**src/rtl/vstu_addrgen_if.sv**
```systemverilog
// Bundle of request, AXI AW and store-unit queue signals for the vector store address generator.
// The master modport is the address generator; the slave modport is its environment.
interface vstu_addrgen_if #(
    parameter int AxiAddrWidth = 64
);
    typedef struct packed {
        logic [AxiAddrWidth-1:0] addr;
        logic [7:0]              len;
        logic [2:0]              size;
        logic                    is_load;
    } addrgen_axi_req_t;

    logic                    req_valid_i;
    logic                    req_ready_o;
    logic [AxiAddrWidth-1:0] req_addr_i;
    logic [31:0]             req_bytes_i;

    logic                    axi_aw_valid_o;
    logic                    axi_aw_ready_i;
    logic [AxiAddrWidth-1:0] axi_aw_addr_o;
    logic [7:0]              axi_aw_len_o;
    logic [2:0]              axi_aw_size_o;
    logic [1:0]              axi_aw_burst_o;

    addrgen_axi_req_t        addrgen_req_o;
    logic                    addrgen_req_valid_o;
    logic                    addrgen_req_ready_i;
    logic                    busy_o;

    modport master (
        input  req_valid_i, req_addr_i, req_bytes_i, axi_aw_ready_i, addrgen_req_ready_i,
        output req_ready_o, axi_aw_valid_o, axi_aw_addr_o, axi_aw_len_o, axi_aw_size_o,
               axi_aw_burst_o, addrgen_req_o, addrgen_req_valid_o, busy_o
    );

    modport slave (
        output req_valid_i, req_addr_i, req_bytes_i, axi_aw_ready_i, addrgen_req_ready_i,
        input  req_ready_o, axi_aw_valid_o, axi_aw_addr_o, axi_aw_len_o, axi_aw_size_o,
               axi_aw_burst_o, addrgen_req_o, addrgen_req_valid_o, busy_o
    );
endinterface

```
**src/rtl/vstu_addrgen.sv**
```systemverilog
// Splits unit-stride vector store requests into AXI INCR write bursts that never cross 4 KiB
// or exceed 256 beats, and mirrors every issued burst into a FIFO for the store unit.
module vstu_addrgen #(
    parameter int AxiDataWidth = 64,
    parameter int AxiAddrWidth = 64,
    parameter int QueueDepth   = 4
) (
    input  logic           clk_i,
    input  logic           rst_ni,
    vstu_addrgen_if.master bus
);
    localparam int          Bw            = AxiDataWidth / 8;
    localparam int          SizeLog       = $clog2(Bw);
    localparam int          PtrW          = (QueueDepth > 1) ? $clog2(QueueDepth) : 1;
    localparam int          CntW          = $clog2(QueueDepth + 1);
    localparam logic [31:0] MaxBurstBytes = 32'(256 * Bw);

    localparam logic [0:0] IDLE  = 1'b0;
    localparam logic [0:0] SPLIT = 1'b1;

    logic [0:0]              state_q, state_d;
    logic [AxiAddrWidth-1:0] curAddr_q, curAddr_d;
    logic [31:0]             rem_q, rem_d;

    logic [AxiAddrWidth-1:0] qAddr_q [QueueDepth];
    logic [7:0]              qLen_q  [QueueDepth];
    logic [PtrW-1:0]         wrPtr_q, rdPtr_q;
    logic [CntW-1:0]         count_q;

    logic [31:0] offset, toBoundary, maxFromOffset, chunk, span;
    logic [7:0]  burstLen;
    logic        full, empty, awValid, push, pop;

    function automatic logic [PtrW-1:0] nextPtr(input logic [PtrW-1:0] p);
        return (p == PtrW'(QueueDepth - 1)) ? '0 : p + PtrW'(1);
    endfunction

    // Largest legal chunk: bounded by remaining bytes, the 4 KiB page and 256 beats from the aligned start.
    always_comb begin
        offset        = 32'(curAddr_q[SizeLog-1:0]);
        toBoundary    = 32'd4096 - 32'(curAddr_q[11:0]);
        maxFromOffset = MaxBurstBytes - offset;
        chunk         = rem_q;
        if (toBoundary < chunk) chunk = toBoundary;
        if (maxFromOffset < chunk) chunk = maxFromOffset;
        span          = offset + chunk + 32'(Bw - 1);
        burstLen      = 8'((span >> SizeLog) - 32'd1);
    end

    assign full    = (count_q == CntW'(QueueDepth));
    assign empty   = (count_q == '0);
    assign awValid = (state_q == SPLIT) && !full;
    assign push    = awValid && bus.axi_aw_ready_i;
    assign pop     = !empty && bus.addrgen_req_ready_i;

    always_comb begin
        state_d   = state_q;
        curAddr_d = curAddr_q;
        rem_d     = rem_q;
        case (state_q)
            IDLE: begin
                if (bus.req_valid_i && (bus.req_bytes_i != 32'd0)) begin
                    state_d   = SPLIT;
                    curAddr_d = bus.req_addr_i;
                    rem_d     = bus.req_bytes_i;
                end
            end
            default: begin
                if (push) begin
                    curAddr_d = curAddr_q + AxiAddrWidth'(chunk);
                    rem_d     = rem_q - chunk;
                    if (rem_q == chunk) state_d = IDLE;
                end
            end
        endcase
    end

    always_ff @(posedge clk_i or negedge rst_ni) begin
        if (!rst_ni) begin
            state_q   <= IDLE;
            curAddr_q <= '0;
            rem_q     <= '0;
        end else begin
            state_q   <= state_d;
            curAddr_q <= curAddr_d;
            rem_q     <= rem_d;
        end
    end

    // Push and pop never collide on a full queue because AW is withheld while full.
    always_ff @(posedge clk_i or negedge rst_ni) begin
        if (!rst_ni) begin
            wrPtr_q <= '0;
            rdPtr_q <= '0;
            count_q <= '0;
            for (int i = 0; i < QueueDepth; i++) begin
                qAddr_q[i] <= '0;
                qLen_q[i]  <= '0;
            end
        end else begin
            if (push) begin
                qAddr_q[wrPtr_q] <= curAddr_q;
                qLen_q[wrPtr_q]  <= burstLen;
                wrPtr_q          <= nextPtr(wrPtr_q);
            end
            if (pop) rdPtr_q <= nextPtr(rdPtr_q);
            if (push && !pop) count_q <= count_q + CntW'(1);
            else if (pop && !push) count_q <= count_q - CntW'(1);
        end
    end

    assign bus.req_ready_o    = (state_q == IDLE);
    assign bus.axi_aw_valid_o = awValid;
    assign bus.axi_aw_addr_o  = (state_q == SPLIT) ? curAddr_q : '0;
    assign bus.axi_aw_len_o   = (state_q == SPLIT) ? burstLen : 8'd0;
    assign bus.axi_aw_size_o  = (state_q == SPLIT) ? 3'(SizeLog) : 3'd0;
    assign bus.axi_aw_burst_o = 2'b01;

    assign bus.addrgen_req_valid_o = !empty;
    assign bus.busy_o              = (state_q == SPLIT) || !empty;

    always_comb begin
        bus.addrgen_req_o = '0;
        if (!empty) begin
            bus.addrgen_req_o.addr = qAddr_q[rdPtr_q];
            bus.addrgen_req_o.len  = qLen_q[rdPtr_q];
            bus.addrgen_req_o.size = 3'(SizeLog);
        end
    end
endmodule

```
**src/flat_wrapper.sv**
```systemverilog
// flat-port wrapper written by rule: the top's interface ports become plain ports
module vstu_addrgen_flat 
#(
    parameter int AxiDataWidth = 64,
    parameter int AxiAddrWidth = 64,
    parameter int QueueDepth   = 4
)
  (clk_i, rst_ni, bus_req_valid_i, bus_req_addr_i, bus_req_bytes_i, bus_axi_aw_ready_i, bus_addrgen_req_ready_i, bus_req_ready_o, bus_axi_aw_valid_o, bus_axi_aw_addr_o, bus_axi_aw_len_o, bus_axi_aw_size_o, bus_axi_aw_burst_o, bus_addrgen_req_o, bus_addrgen_req_valid_o, bus_busy_o);
  vstu_addrgen_if #(.AxiAddrWidth(AxiAddrWidth)) bus_i ();
  input  logic clk_i;
  input  logic rst_ni;
  input wire logic [$bits(bus_i.req_valid_i)-1:0] bus_req_valid_i;
  input wire logic [$bits(bus_i.req_addr_i)-1:0] bus_req_addr_i;
  input wire logic [$bits(bus_i.req_bytes_i)-1:0] bus_req_bytes_i;
  input wire logic [$bits(bus_i.axi_aw_ready_i)-1:0] bus_axi_aw_ready_i;
  input wire logic [$bits(bus_i.addrgen_req_ready_i)-1:0] bus_addrgen_req_ready_i;
  output wire logic [$bits(bus_i.req_ready_o)-1:0] bus_req_ready_o;
  output wire logic [$bits(bus_i.axi_aw_valid_o)-1:0] bus_axi_aw_valid_o;
  output wire logic [$bits(bus_i.axi_aw_addr_o)-1:0] bus_axi_aw_addr_o;
  output wire logic [$bits(bus_i.axi_aw_len_o)-1:0] bus_axi_aw_len_o;
  output wire logic [$bits(bus_i.axi_aw_size_o)-1:0] bus_axi_aw_size_o;
  output wire logic [$bits(bus_i.axi_aw_burst_o)-1:0] bus_axi_aw_burst_o;
  output wire logic [$bits(bus_i.addrgen_req_o)-1:0] bus_addrgen_req_o;
  output wire logic [$bits(bus_i.addrgen_req_valid_o)-1:0] bus_addrgen_req_valid_o;
  output wire logic [$bits(bus_i.busy_o)-1:0] bus_busy_o;
  assign bus_i.req_valid_i = bus_req_valid_i;
  assign bus_i.req_addr_i = bus_req_addr_i;
  assign bus_i.req_bytes_i = bus_req_bytes_i;
  assign bus_i.axi_aw_ready_i = bus_axi_aw_ready_i;
  assign bus_i.addrgen_req_ready_i = bus_addrgen_req_ready_i;
  assign bus_req_ready_o = bus_i.req_ready_o;
  assign bus_axi_aw_valid_o = bus_i.axi_aw_valid_o;
  assign bus_axi_aw_addr_o = bus_i.axi_aw_addr_o;
  assign bus_axi_aw_len_o = bus_i.axi_aw_len_o;
  assign bus_axi_aw_size_o = bus_i.axi_aw_size_o;
  assign bus_axi_aw_burst_o = bus_i.axi_aw_burst_o;
  assign bus_addrgen_req_o = bus_i.addrgen_req_o;
  assign bus_addrgen_req_valid_o = bus_i.addrgen_req_valid_o;
  assign bus_busy_o = bus_i.busy_o;
  vstu_addrgen #(.AxiDataWidth(AxiDataWidth), .AxiAddrWidth(AxiAddrWidth), .QueueDepth(QueueDepth)) u_core (.clk_i(clk_i), .rst_ni(rst_ni), .bus(bus_i));
endmodule
```
**config.mk**
```make
export PLATFORM = sky130hd
export DESIGN_NAME = vstu_addrgen_flat
export DESIGN_NICKNAME = d
export VERILOG_FILES = /design/src/rtl/vstu_addrgen_if.sv /design/src/rtl/vstu_addrgen.sv /design/src/flat_wrapper.sv
export SDC_FILE = /design/constraint.sdc
export NUM_CORES = 1
export LEC_CHECK = 0
export ABC_AREA = 1
export BUFFER_PORTS_ARGS = -buffer_cell sky130_fd_sc_hd__buf_4
export CAP_MARGIN = 20
export CORE_ASPECT_RATIO = 2
export CORE_MARGIN = 10
export CORE_UTILIZATION = 45
export CTS_CLUSTER_DIAMETER = 40
export DETAILED_ROUTE_END_ITERATION = 10
export GPL_TIMING_DRIVEN = 0
export SLEW_MARGIN = 25
export SYNTH_ARGS = -nofsm -noshare
export SYNTH_HDL_FRONTEND = slang
export SYNTH_SLANG_ARGS = --single-unit
```
**constraint.sdc**
```tcl
create_clock -name clk_i -period 8.05 [get_ports clk_i]
set_input_delay 1.2075 -clock clk_i [delete_from_list [all_inputs] [get_ports clk_i]]
set_output_delay 1.2075 -clock clk_i [all_outputs]
set_load 0.01 [all_outputs]
```
==> results of run 1 <==
-- cell families after synthesis --
logic type,count (synthesis)
AO/OA/AOI/OAI,922
XOR/XNOR,55
other,2
flip-flops,392
multiplexers,2
adder cells (fa/ha/maj),103
buffers and inverters,471
AND/OR/NAND/NOR,1234
-- worst min-delay path by stage --
stage / start / endpoint / slack [ns] / cells after the start
2_1_floorplan: u_core.qAddr_q[33]$_DFFE_PN0P_ / u_core.qAddr_q[33]$_DFFE_PN0P_ / 0.44 / 2
3_3_place_gp: u_core.qAddr_q[55]$_DFFE_PN0P_ / u_core.qAddr_q[55]$_DFFE_PN0P_ / 0.45 / 2
3_5_place_dp: u_core.qAddr_q[55]$_DFFE_PN0P_ / u_core.qAddr_q[55]$_DFFE_PN0P_ / 0.45 / 2
4_1_cts: u_core.qAddr_q[55]$_DFFE_PN0P_ / u_core.qAddr_q[55]$_DFFE_PN0P_ / 0.47 / 2
5_1_grt: u_core.qLen_q[5]$_DFFE_PN0P_ / u_core.qLen_q[5]$_DFFE_PN0P_ / 0.50 / 2
6_report: u_core.qAddr_q[33]$_DFFE_PN0P_ / u_core.qAddr_q[33]$_DFFE_PN0P_ / 0.47 / 2
-- layout make-up --
cell class,count,area (um2)
plain buffers,175,721
clock buffers,66,1300
clock inverters,13,195
fillers,4936,22100
inverters,296,1120
multi-input cells,2360,12600
flip-flops and latches,392,9810
well taps,654,818
repair buffers,310,2460
-- layout by cell type, fill, tap and decap left out, types with 5 or more instances in the layout --
master and n:
a21boi_2 5, inv_1 273, a21oi_2 9, nor2_2 8, inv_2 14, o21ai_1 15, nand2_4 16, nand2_1 682
buf_1 23, ha_1 89, o21ai_2 19, nor4_1 20, nand2_2 17, clkinv_1 5, nand3_1 36, o21ai_0 553
nand3_2 6, nor2_1 384, xnor2_1 13, a21oi_1 205, buf_16 5, nand4_1 15, clkbuf_16 46, clkbuf_1 153
dfrtp_1 390, ha_4 10, clkbuf_8 7, o21a_1 7, conb_1 44, o211ai_1 26, xor2_1 35, nor3_1 18
buf_4 309, nor2_4 10, o22ai_1 33, a21oi_4 6, a31oi_1 21
-- critical path: cells and delay by family, from the launching register on --
family / cells / cell delay (ns)
AOI/OAI and AO/OA: 5 / 0.68
xor gates and xnor gates: 1 / 0.23
adders and majority gates: 5 / 1.22
buffers and inverters: 12 / 1.10
DFF: 1 / 0.44
and+or+nand+nor: 27 / 2.79
-- stage by stage --
| stage | setup slack [ns] | util [%] |
|---|---|---|
| global route | -0.607 | 56.8 |
| detailed placement | -2.12 | 51.4 |
| finish | -0.251 | 56.8 |
| global placement | -2.01 | 51.2 |
| floorplan | 0.493 | - |
| CTS | -0.271 | 56.0 |
-- layer usage --
| layer | share of wire [%] | vias up | global-route usage [%] |
|---|---|---|---|
| li1 | - | 11200 | - |
| met1 | 36 | 11600 | 32.9 |
| met2 | 51 | 1004 | 55.4 |
| met3 | 5.9 | 258 | 4.68 |
| met4 | 6.6 | 0 | 19.2 |
| met5 | 0 | - | 0 |
-- synth_stat cells (15+ instances only) --
| cell | instances |
|---|---|
| nand4_1 | 15 |
| dfrtp_1 | 392 |
| nor4_1 | 21 |
| inv_1 | 284 |
| buf_1 | 24 |
| clkbuf_1 | 140 |
| xor2_1 | 40 |
| o22ai_1 | 33 |
| o21ai_0 | 567 |
| a31oi_1 | 21 |
| ha_1 | 100 |
| nor2_1 | 397 |
| nand2_1 | 702 |
| nor3_1 | 21 |
| a21oi_1 | 219 |
| nand3_1 | 41 |
| o211ai_1 | 26 |
| o21ai_1 | 17 |
-- state kept, by name (all words and copies together) (netlist names) --
name              flops
u_core.state_q        1
u_core.curAddr_q     64
u_core.rem_q         32
u_core.qAddr_q      256
u_core.qLen_q        32
u_core.rdPtr_q        2
u_core.wrPtr_q        2
u_core.count_q        3
-- timing repair --
action	4_1_cts	5_1_grt
pin swaps	47	41
setup endpoints to repair	116	52
buffers inserted	35	18
hold buffers	0	0
cloned	1	0
gates resized for setup	125	69
==> impl_metrics.yaml, run 1 <==
status:
  status: "finished, violations left"
  violations: "negative setup slack"
yosys:
  synth.area.top_cells: "dfrtp_1 (42%), o21ai_0 (12%), nand2_1 (11%), nor2_1 (6.4%), ha_1 (5.4%)"
  synth_edf_count: 0
  yosysTopAreaCellShare_pct: 42.1
  synthSimpleGateAreaFrac_pct: 21.3
  ys.flop_type: "dfrtp_1"
  synth_compound_area_share_pct: 20.9
  syn_inst: 3181
  synth_warnings: 0
  yosysTopAreaCell: "dfrtp_1"
  synth_top_family_by_area: "simple AND/OR/NAND/NOR gates"
  synthDistinctLibCells: 56
  async_flop_share_pct: 100
  synth_xor_area_share_pct: 2.13
  seq_area_frac_synth_pct: 42.1
  synth_area_um2: 23300
  syn_avg_cell_area_um2: 7.32
  muxShareOfSynthArea_pct: 0.0914
  synthAdderAreaFrac_pct: 5.63
  ys_ff_latch: 392
floorplan:
  core_um2: 51100
  fp-row-count: 117
  die_area_um2: 61800
  top_level_ports: 258
  die_x_um: 181
  initial_core_util_pct: 45.6
  die_h_um: 342
setup_path:
  worstPathRequired_ns: 6.84
  startpoint_type: "flip-flop"
  timing.rr.start: "u_core.curAddr_q[1]$_DFFE_PN0P_"
  crit_path_end: "bus_axi_aw_len_o[7]"
  worstPathArrival_ns: 7.09
  end_kind: "output pin"
  crit_type: "reg -> out"
  r2r_setup_slack_ns: 0.38
  cp-startpoint: "u_core.curAddr_q[1]$_DFFE_PN0P_"
  crit_fanout: 7
  worst_r2r_path_depth: 58
  critPathSlowestCell: "dfrtp_2"
  max_stage_delay_ns: 0.44
  r2r_end: "u_core.curAddr_q[58]$_DFFE_PN0P_"
placed_design:
  hpwl_um: 77600
  numPortBuffers: 252
  place.gp.congestion: 1.01
  dp.cells: 4133
  postPlaceCellArea_um2: 26300
detailed_routing:
  drtAntennaViolNets: 0
  wl_per_cell_um: 23.2
  wirelength_um: 98800
  vias_per_cell: 5.63
  drc: 0
  drtIter0Drc: 2240
  drtPass1Iterations: 7
  vias: 24000
grt:
  track_usage_pct: 30.7
  grt_max_degree: 93
  grt-ovfl-total: 0
  antenna_found_initial: 0
  grt_pass1_wl_um: 147000
  grt_pass1_vias: 24700
finish:
  final_nets: 3783
  syn2layout_area_growth_pct: 24.7
  final_cell_area_um2: 29000
  final_cell_count_no_fill: 4266
  drive_gt1_share_pct: 15.2
  insertedDiodeCount: 0
sta:
  final_max_slew_viol_count: 0
  setup_ws_ns: -0.251
  final-setup-viol-count: 7
  rsz0062_at_grt: "true"
  worst_slew_pin_slew_ns: 1.09
  tns_ns: -1.37
  finalHoldViolCount: 0
  max_freq_mhz: 120
  period_share_pct: 103
  min_period_ns: 8.30
  max-slew-margin-rel_pct: 27.4
  final.setup_skew_ns: 0.0109
  holdWs_ns: 0.471
clock_network:
  cts_sinks: 392
  clock_path_buffers: 3
  clkTransAtPathRegs_ns: 0.06
  insertion_delay_ns: 0.58
  tritoncts: "built"
  root_buffer: "clkbuf_16"
  htreeDepth: 2
  cts_made_buffers: 44
job:
  cap_viol_max_count: 0
min_path:
  hold_path_class: "reg -> reg"
Power of run 1 is not shown: default switching activity piles up to over one toggle a cycle in this logic, so the estimate is an artifact.
==> run 2: changes to the inputs <==
--- a/config.mk
+++ b/config.mk
@@ -8,12 +8,15 @@
 export ABC_AREA = 1
 export BUFFER_PORTS_ARGS = -buffer_cell sky130_fd_sc_hd__buf_4
 export CAP_MARGIN = 20
+export CELL_PAD_IN_SITES_DETAIL_PLACEMENT = 0
+export CELL_PAD_IN_SITES_GLOBAL_PLACEMENT = 1
 export CORE_ASPECT_RATIO = 2
 export CORE_MARGIN = 10
-export CORE_UTILIZATION = 45
+export CORE_UTILIZATION = 44
 export CTS_CLUSTER_DIAMETER = 40
 export DETAILED_ROUTE_END_ITERATION = 10
 export GPL_TIMING_DRIVEN = 0
+export PLACE_DENSITY_LB_ADDON = 0.1
 export SLEW_MARGIN = 25
 export SYNTH_ARGS = -nofsm -noshare
 export SYNTH_HDL_FRONTEND = slang
==> run 2 against run 1 <==
Compared with the run above: the flow still finishes with violations (negative setup slack); fmax down 0.16%; global-route usage decreased by 1.1 points; final cell count grew 0.75%; via count about the same; flip-flop and latch count unchanged; clock skew increased by 0.012 ns; worst setup slack got worse by 0.013 ns; cell area increased by 0.41%; first-iteration DRC count is 7.4% lower; count of clock-buffer cells in the layout shrank 1; critical path type unchanged.
==> impl_metrics.yaml, run 2 (synthesized netlist as in run 1, its figures left out) <==
status:
  status: "finished, violations left"
  violations: "negative setup slack"
job:
  cap_viol_max_count: 0
setup_path:
  worstPathArrival_ns: 7.11
  crit_buf_inv: 12
  critPathSlowestCell: "dfrtp_2"
  critPathTopFamily: "simple AND/OR/NAND/NOR gates"
  crit_fanout: 8
  startpoint_type: "flip-flop"
  max_stage_delay_ns: 0.43
  end_kind: "output pin"
  crit_type: "reg -> out"
  worstPathRequired_ns: 6.84
  crit_top_cell: "nand2_1"
grt:
  grt_pass1_vias: 24100
  grt-ovfl-total: 0
  grt_max_degree: 86
  antenna_found_initial: 0
  grt_pass1_wl_um: 144000
  track_usage_pct: 29.6
sta:
  setup_ws_ns: -0.264
  max_freq_mhz: 120
  worst_slew_pin_slew_ns: 1.13
  min_period_ns: 8.31
  rsz0062_at_grt: "true"
  period_share_pct: 103
  tns_ns: -1.20
  final-setup-viol-count: 7
  finalHoldViolCount: 0
  final_max_slew_viol_count: 0
  max-slew-margin-rel_pct: 24.7
  final.setup_skew_ns: 0.0234
detailed_routing:
  drtAntennaViolNets: 0
  wirelength_um: 96600
  vias: 24000
  drtIter0Drc: 2075
  drtPass1Iterations: 6
  drc: 0
  vias_per_cell: 5.59
  wl_per_cell_um: 22.5
clock_network:
  cts_made_buffers: 46
  clock_path_buffers: 3
  htreeDepth: 2
  holdBufCountCts: 0
  cts_sinks: 392
  root_buffer: "clkbuf_16"
  tritoncts: "built"
  insertion_delay_ns: 0.60
  clkTransAtPathRegs_ns: 0.07
placed_design:
  numPortBuffers: 252
  hpwl_um: 73900
  place.gp.congestion: 0.941
floorplan:
  die_area_um2: 63100
  initial_core_util_pct: 44.3
  die_h_um: 345
  fp-row-count: 119
  die_x_um: 183
  core_um2: 52600
  top_level_ports: 258
finish:
  syn2layout_area_growth_pct: 25.2
  nFillCells: 5133
  drive_gt1_share_pct: 15.5
  largest_reg_flops: 256
  insertedDiodeCount: 0
  final_common_cell: "nand2_1"
  largest_registers: "u_core.qAddr_q x256, u_core.curAddr_q x64"
  final_cell_mix: "nand2_1 (681), o21ai_0 (557), dfrtp_1 (389), nor2_1 (388), buf_4 (319)"
  regMostFlops: "u_core.qAddr_q"
  final_nets: 3799
min_path:
  hold_path_class: "reg -> reg"
## run 2: changes by cell type in the layout (fill, tap and decap cells not counted), sizes merged
cell | before | now
buf | 345 | 359
bufinv | 4 | 5
clkbuf | 206 | 205
clkinv | 11 | 12
clkinvlp | 3 | 4
inv | 291 | 296
## run 2: what timing repair did
| action | 4_1_cts | 5_1_grt |
|---|---|---|
| buffers inserted | 45 | 23 |
| pin swaps | 50 | 45 |
| cloned | 1 | 0 |
| gates resized for setup | 105 | 66 |
| endpoints found under the setup margin | 99 | 51 |
## run 2: final cells by class
cell class,instances,area [um2],share of cell area [%]
Timing Repair Buffer,324,2590,8.88
Buffer,175,721,2.47
Sequential cell,392,9810,33.7
Multi-Input combinational cell,2360,12400,42.7
Clock inverter,21,282,0.966
Inverter,296,1120,3.86
Clock buffer,65,1340,4.61
Tap cell,665,832,2.86
## run 2: final timing paths
kind	startpoint	end	slack, ns	cells past startpoint
max	u_core.curAddr_q[1]$_DFFE_PN0P_	bus_axi_aw_len_o[6]	-0.26	50
max reg2reg	u_core.curAddr_q[1]$_DFFE_PN0P_	u_core.curAddr_q[57]$_DFFE_PN0P_	0.42	52
min reg2reg	u_core.qAddr_q[55]$_DFFE_PN0P_	u_core.qAddr_q[55]$_DFFE_PN0P_	0.47	2
min in group asynchronous	rst_ni	u_core.qAddr_q[183]$_DFFE_PN0P_	0.59	1
min	u_core.qAddr_q[55]$_DFFE_PN0P_	u_core.qAddr_q[55]$_DFFE_PN0P_	0.47	2
max in group asynchronous	rst_ni	u_core.curAddr_q[0]$_DFFE_PN0P_	6.12	3
## run 2: worst register-to-register path, delay by kind of cell (launching register included)
kind,cells,cell delay (ns)
AOI/OAI and AO/OA,14,2.22
adders and majority gates,3,0.87
buffers and inverters,9,0.98
DFF,1,0.43
and+or+nand+nor,26,2.98
## run 2: routing by layer
metal,routed length (um),up-vias,GRT usage [%]
li1,-,11300,-
met1,34400,11600,31.7
met2,49800,937,52.8
met3,5700,230,4.50
met4,6690,0,18.5
met5,0,-,0
## run 2: per-stage QoR
step | utilization (%) | setup WS, ns | area, um2 | std cells | hold WS [ns]
after global placement | 49.8 | -1.46 | 26200 | 4140 | 0.448
after global routing | 55.4 | -0.627 | 29100 | 4298 | 0.497
after detailed placement | 50.0 | -1.52 | 26300 | 4144 | 0.456
after CTS | 54.7 | -0.149 | 28700 | 4276 | 0.471
after floorplan | - | 0.493 | 23400 | 3223 | 0.437
final | 55.4 | -0.264 | 29100 | 4298 | 0.466
Power of run 2 is left out for the same reason.
==> run 3: changes to the inputs <==
==> constraint.sdc (replaced) <==
create_clock -name clk_i -period 8.05 [get_ports clk_i]
set_input_delay 1.2075 -clock clk_i [delete_from_list [all_inputs] [get_ports clk_i]]
set_output_delay 1.2075 -clock clk_i [all_outputs]
set_load 0.1 [all_outputs]
==> run 3 against run 2 <==
Compared with the run above: the run still ends with negative setup slack left; wire length up 1.6%; die area unchanged; critical path depth down 6; utilization up 0.53 points; critical endpoint is now bus_axi_aw_len_o[7].
==> impl_metrics.yaml, run 3 (synthesized netlist as in run 1, its figures left out) <==
status:
  status: "finished, violations left"
  violations: "negative setup slack"
grt:
  grt_max_degree: 96
  track_usage_pct: 30.1
  grt_pass1_wl_um: 147000
  antenna_found_initial: 2
  grt_pass1_vias: 24200
  grt-ovfl-total: 0
finish:
  syn2layout_area_growth_pct: 26.4
  final_nets: 3809
  nFillCells: 5172
  insertedDiodeCount: 0
  largest_reg_flops: 256
  multi_input_area_um2: 12500
  largest_registers: "u_core.qAddr_q x256, u_core.curAddr_q x64"
  drive_gt1_share_pct: 16.1
  regMostFlops: "u_core.qAddr_q"
  seq_area_um2: 9810
  final_common_cell: "nand2_1"
  final_cell_mix: "nand2_1 (680), o21ai_0 (553), dfrtp_1 (390), nor2_1 (383), buf_4 (325)"
  final_cell_count_no_fill: 4310
floorplan:
  die_area_um2: 63100
  die_h_um: 345
  core_um2: 52600
  die_x_um: 183
  initial_core_util_pct: 44.3
  fp-row-count: 119
  top_level_ports: 258
sta:
  finalHoldViolCount: 0
  worst_slew_pin_slew_ns: 1.25
  max-slew-margin-rel_pct: 17.0
  final.setup_skew_ns: 0.0296
  tns_ns: -1.36
  period_share_pct: 104
  rsz0062_at_grt: "true"
  setup_ws_ns: -0.354
  final_max_slew_viol_count: 0
  final-setup-viol-count: 6
  max_freq_mhz: 119
  min_period_ns: 8.40
detailed_routing:
  vias: 24400
  drtIter0Drc: 1975
  wl_per_cell_um: 22.8
  wirelength_um: 98100
  drc: 0
  drtAntennaViolNets: 0
  drtPass1Iterations: 5
  vias_per_cell: 5.65
setup_path:
  max_stage_delay_ns: 0.47
  crit_fanout: 7
  end_kind: "output pin"
  crit_buf_inv: 7
  crit_top_cell: "nand2_2"
  critPathSlowestCell: "dfrtp_2"
  crit_type: "reg -> out"
  startpoint_type: "flip-flop"
  critPathTopFamily: "simple AND/OR/NAND/NOR gates"
  worstPathRequired_ns: 6.84
  worstPathArrival_ns: 7.20
clock_network:
  tritoncts: "built"
  insertion_delay_ns: 0.59
  clock_path_buffers: 3
  cts_made_buffers: 48
  cts_sinks: 392
  clkTransAtPathRegs_ns: 0.07
  htreeDepth: 2
  root_buffer: "clkbuf_16"
job:
  cap_viol_max_count: 0
placed_design:
  hpwl_um: 75300
  numPortBuffers: 252
  dp_slack_ns: -0.696
  dp.cells: 4144
  place.gp.congestion: 0.946
min_path:
  hold_path_class: "reg -> reg"
==> run 3: layout make-up <==
cell class | count | area share [%]
buffer | 174 | 2.42
clock buffer | 64 | 4.74
clock inverter | 26 | 1.19
inverter | 296 | 3.85
multi-input combinational | 2360 | 42.4
sequential | 392 | 33.4
tap | 665 | 2.83
timing repair buffer | 333 | 9.27
==> run 3: repair_timing <==
item,4_1_cts,5_1_grt
pin swaps,38,45
cloned,1,0
setup buffers,51,26
resized for setup,81,77
hold buffers,0,0
endpoints found under the setup margin,42,50
==> run 3: worst register-to-register path, delay by kind of cell (launching register included) <==
family / cells / cell delay, ns
buf+inv: 9 / 0.98
xor+xnor: 1 / 0.21
simple gates: 29 / 3.48
fa+ha+maj: 4 / 1.19
flops: 1 / 0.47
compound gates: 11 / 1.24
==> run 3: final timing paths <==
check,from,to,slack [ns],cells after the start
max in group asynchronous,rst_ni,u_core.curAddr_q[0]$_DFFE_PN0P_,6.05,3
setup / recovery,u_core.curAddr_q[0]$_DFFE_PN0P_,bus_axi_aw_len_o[7],-0.35,44
hold reg to reg,u_core.qAddr_q[55]$_DFFE_PN0P_,u_core.qAddr_q[55]$_DFFE_PN0P_,0.47,2
setup reg to reg,u_core.curAddr_q[0]$_DFFE_PN0P_,u_core.curAddr_q[62]$_DFFE_PN0P_,0.39,54
min in group asynchronous,rst_ni,u_core.qAddr_q[183]$_DFFE_PN0P_,0.60,1
hold / removal,u_core.qAddr_q[55]$_DFFE_PN0P_,u_core.qAddr_q[55]$_DFFE_PN0P_,0.47,2
==> run 3: per-stage QoR <==
step	util [%]	hold WS (ns)	area, um2
global route	56.0	0.498	29400
floorplan	-	0.437	23600
finish	56.0	0.472	29400
CTS	55.1	0.470	29000
detailed placement	50.3	0.454	26400
global placement	50.0	0.448	26300
==> run 3: metal layers <==
layer  share of wire (%)  track usage (%)  vias to the layer above  wire length, um
li1                    -                -                    11300                -
met1                  36             32.5                    11800            35200
met2                  51             52.7                      989            49700
met3                 6.0             4.52                      281             5930
met4                 7.4             20.5                        2             7290
met5              0.0071                0                        -                7
Power of run 3 is left out for the same reason.
